File: config.mk
export PLATFORM = sky130hd
export DESIGN_NAME = cache_cmd_exec
export DESIGN_NICKNAME = d
export VERILOG_FILES = /design/src/rtl/cache_cmd_exec.sv
export SDC_FILE = /design/constraint.sdc
export NUM_CORES = 1
export LEC_CHECK = 0
export CORE_UTILIZATION = 49
export DETAILED_ROUTE_END_ITERATION = 7
export GPL_TIMING_DRIVEN = 0
export HOLD_SLACK_MARGIN = 0.08
export PLACE_DENSITY_LB_ADDON = 0.08
export SETUP_SLACK_MARGIN = 0.4
export SYNTH_ARGS = -nofsm -noshare
export SYNTH_HDL_FRONTEND = slang
export SYNTH_SLANG_ARGS = --single-unit
export TNS_END_PERCENT = 5
File: constraint.sdc
create_clock -name clk -period 2.7 [get_ports clk]
set_input_delay 0.81 -clock clk [delete_from_list [all_inputs] [get_ports clk]]
set_output_delay 0.81 -clock clk [all_outputs]
set_load 0.02 [all_outputs]
File: src/rtl/cache_cmd_exec.sv
// Cache maintenance walker: invalidate / writeback / writeback+invalidate of all lines.
// Optional writeback statistics counter enabled by macro CACHE_CMD_STAT_EN.
module cache_cmd_exec #(
   parameter int INDEX_WIDTH = 6,
   parameter int LINE_NUM    = 64
) (
   input  logic                   clk,
   input  logic                   rest,
   input  logic [1:0]             cmd,
   input  logic                   cmd_valid,
   output logic                   cmd_ready,
   output logic                   busy,
   output logic [INDEX_WIDTH-1:0] line_index,
   output logic                   line_rd,
   input  logic                   line_dirty,
   output logic                   line_wb,
   input  logic                   line_wb_done,
   output logic                   line_inv
`ifdef CACHE_CMD_STAT_EN
   ,
   output logic [15:0]            wb_count
`endif
);

   typedef enum logic [2:0] {
      IDLE,
      READ,
      CHECK,
      WB,
      INV,
      NEXT,
      DONE
   } state_t;

   localparam logic [INDEX_WIDTH-1:0] LAST_IDX = INDEX_WIDTH'(LINE_NUM - 1);

   state_t                   state;
   state_t                   state_nxt;
   logic [1:0]               cmd_q;
   logic                     accept;
   logic                     last;

   assign accept = (state == IDLE) && cmd_valid;
   assign last   = (line_index == LAST_IDX);

   always_ff @(posedge clk or posedge rest) begin
      if (rest) begin
         state <= IDLE;
      end else begin
         state <= state_nxt;
      end
   end

   // The command is captured once; the walk never looks at cmd again.
   always_ff @(posedge clk or posedge rest) begin
      if (rest) begin
         cmd_q      <= 2'b00;
         line_index <= '0;
      end else if (accept) begin
         cmd_q      <= cmd;
         line_index <= '0;
      end else if (state == NEXT && !last) begin
         line_index <= line_index + 1'b1;
      end
   end

   always_comb begin
      state_nxt = state;
      unique case (state)
         IDLE: begin
            if (cmd_valid) begin
               state_nxt = (cmd == 2'b00) ? DONE : READ;
            end
         end
         READ: state_nxt = CHECK;
         CHECK: begin
            if (cmd_q[1] && line_dirty) begin
               state_nxt = WB;
            end else if (cmd_q[0]) begin
               state_nxt = INV;
            end else begin
               state_nxt = NEXT;
            end
         end
         WB: begin
            if (line_wb_done) begin
               state_nxt = cmd_q[0] ? INV : NEXT;
            end
         end
         INV:  state_nxt = NEXT;
         NEXT: state_nxt = last ? DONE : READ;
         DONE: state_nxt = IDLE;
         default: state_nxt = IDLE;
      endcase
   end

   assign busy      = (state != IDLE);
   assign line_rd   = (state == READ);
   assign line_wb   = (state == WB);
   assign line_inv  = (state == INV);
   assign cmd_ready = (state == DONE);

`ifdef CACHE_CMD_STAT_EN
   always_ff @(posedge clk or posedge rest) begin
      if (rest) begin
         wb_count <= '0;
      end else if (accept) begin
         wb_count <= '0;
      end else if (line_wb && line_wb_done && wb_count != 16'hFFFF) begin
         wb_count <= wb_count + 16'd1;
      end
   end
`endif

endmodule

==> impl_metrics.yaml <==
outcome:
  outcome: "finished clean"
sta:
  worstMarginPinSlew_ps: 433
  hold_viol: 0
  skew_ps: 2.22
  max_freq_ghz: 0.415
  rsz0062_at_grt: "yes"
  timing.slew.headroom_pct: 71.1
  final_max_slew_viol_count: 0
  period_needed_ps: 2410
  setup_viol_count_final: 0
  fin_tns_setup_ps: 0
  period_share_pct: 89.2
floorplanning:
  die_h_um: 38.4
  start_util_pct: 55.6
  io_pins: 18
  core.rowCount: 12
  die_area_mm2: 0.00148
  core_area_mm2: 0.00117
  die_x_um: 38.4
layout:
  syn_to_final_growth_pct: 33.7
  fin_util_pct: 74.3
  fin_nets: 100
  final_common_cell: "clkdlybuf4s50_1"
  layout_common_cells: "14 x clkdlybuf4s50_1, 9 x dfrtp_1, 7 x nor2_1"
  drive_gt1_share_pct: 14.3
  antenna_cells: 0
detailed_routing:
  antenna_left: 0
  drt_iter0_drc: 6
  num_vias: 577
  drc: 0
  wirelength_mm: 1.30
  wl_per_cell_um: 12.4
  via_per_inst: 5.50
  dr.pass1.iters: 4
critical_path:
  r2r_cells: 3
  arrival_ps: 1600
  path_max_fanout: 9
  path_class: "reg2out"
  crit_chain: "nor2_1 > nand2_1 > inv_1 > clkdlybuf4s50_1"
  slowest_stage: "clkdlybuf4s50_1"
  worst_setup_path_start_kind: "flip-flop"
  max_stage_delay_ps: 590
  worstPathRequired_ps: 1890
  cp-end-kind: "output port"
yosys:
  synth_edf_count: 0
  synth_seq_cells: 11
  synth_flop_cell: "dfrtp_1"
  syn_inst: 70
  syn-cell-area_um2: 651
  ys_seq_area_share_pct: 42.3
  synth_fp_nets: 78
  avgSynthCellArea_um2: 9.29
  ys_types: 29
  yosysWarnings: 0
  async_flop_share_pct: 100
placement:
  io_buffers: 17
  place_congestion: 0.835
  dpl.hpwl_um: 986
global_routing:
  grt_pass1_wl_mm: 2.19
  antenna_found_initial: 0
  grt_pass1_vias: 534
  track_usage_pct: 22.5
  grt_start_max_net_pins: 12
  overflow: 0
power_and_ir_drop:
  p_sw_w: 0.000314
  max-vdd-ir-drop_mv: 0.506
  power_frac_clock_pct: 14.6
  swShare_pct: 41.2
  p_per_area_mw_per_mm2: 876
  p_leak_nw: 0.415
  comb_power_share_pct: 50.4
  power_frac_seq_pct: 35.0
  p_int_w: 0.000448
clocking:
  cts_root_buf: "clkbuf_4"
  numCtsBuffers: 3
  clock_sinks: 11
  cts_hold_buf: 0
  path_clk_slew_ps: 70
  cts_buffer_depth: 2
  clk_latency_ps: 260
  cts_setup_buffers: 0
  htreeDepth: 1
  cts_tree: "built"
hold_path:
  hold_path_class: "reg2reg"
  whs_path_depth: 1
job:
  max_cap_violations: 0
[synthesized netlist by cell type, types with 2 or more instances]
master | n | share of area [%]
dfrtp_1 | 11 | 42
and2_1 | 2 | 1.9
a21oi_1 | 6 | 4.6
nor2b_1 | 2 | 1.9
xor2_1 | 2 | 2.7
and3b_1 | 2 | 2.7
inv_1 | 4 | 2.3
mux2i_1 | 2 | 3.1
nand2_1 | 5 | 2.9
o21ai_0 | 5 | 3.8
nor3_1 | 3 | 2.3
nor2_1 | 7 | 4.0
a31oi_1 | 2 | 1.9
nand3b_1 | 2 | 2.3
[flip-flops by register name, summed over array words and instances, names as in the netlist]
signal,cells
state,3
line_index,6
cmd_q,2
[metal layers]
metal,up-vias,wire (um),global-route usage (%)
li1,297,-,-
met1,267,629,31.2
met2,11,622,32.2
met3,2,37,3.49
met4,0,10,14.7
met5,-,0,0
[worst max-delay path, delay by kind of cell, from the launching register on]
kind | cells | cell delay (ps)
and+or+nand+nor | 2 | 210
DFF | 1 | 470
buffers and inverters | 2 | 650
[cell families after synthesis]
family          share of synthesized area [%]
compound gates                           15.6
flops                                    42.3
simple gates                             28.5
mux                                      5.38
fa+ha+maj                                1.92
buf+inv                                  3.65
xor+xnor                                 2.69
[final cells by class]
cell class                 count  area [um2]
buffer                         1        5.00
clock buffer                   4        26.3
fill                          96         302
inverter                       5        18.8
multi-input combinational     53         354
sequential                    11         278
tap                           14        17.5
timing repair buffer          17         170
[metrics by stage]
| step | hold slack (ps) | worst slack (ps) | area (um2) | power (W) | std cells |
|---|---|---|---|---|---|
| floorplan | 498 | 1000 | 651 | 0.000523 | 70 |
| global placement | 518 | 433 | 838 | 0.000648 | 101 |
| detailed placement | 518 | 431 | 838 | 0.000659 | 101 |
| CTS | 540 | 182 | 865 | 0.000766 | 105 |
| global route | 560 | 209 | 870 | 0.000825 | 105 |
| finish | 534 | 292 | 870 | 0.000762 | 105 |
[power by group through the flow]
stage	clock (W)	combinational, W	sequential (W)
after CTS	0.000115	0.000388	0.000262
final	0.000111	0.000384	0.000267
after global routing	0.000128	0.000423	0.000274
after floorplan	0	0.000255	0.000268
after detailed placement	0	0.000394	0.000265
after global placement	0	0.000386	0.000262
[path summary, 6_finish.rpt]
kind | to | from | slack (ps)
min in group asynchronous | line_index[5] | rest | 840
min reg2reg | cmd_q[1] | cmd_q[1] | 530
max reg2reg | cmd_q[1] | state[2] | 1190
max | line_rd | state[2] | 290
max in group asynchronous | state[2] | rest | 1530
min | cmd_q[1] | cmd_q[1] | 530
[what timing repair did]
item,CTS,global route
hold endpoints to repair,0,0
setup endpoints to repair,5,5
gates resized for setup,3,3
Note: power is estimated with default switching activity, not from simulation.
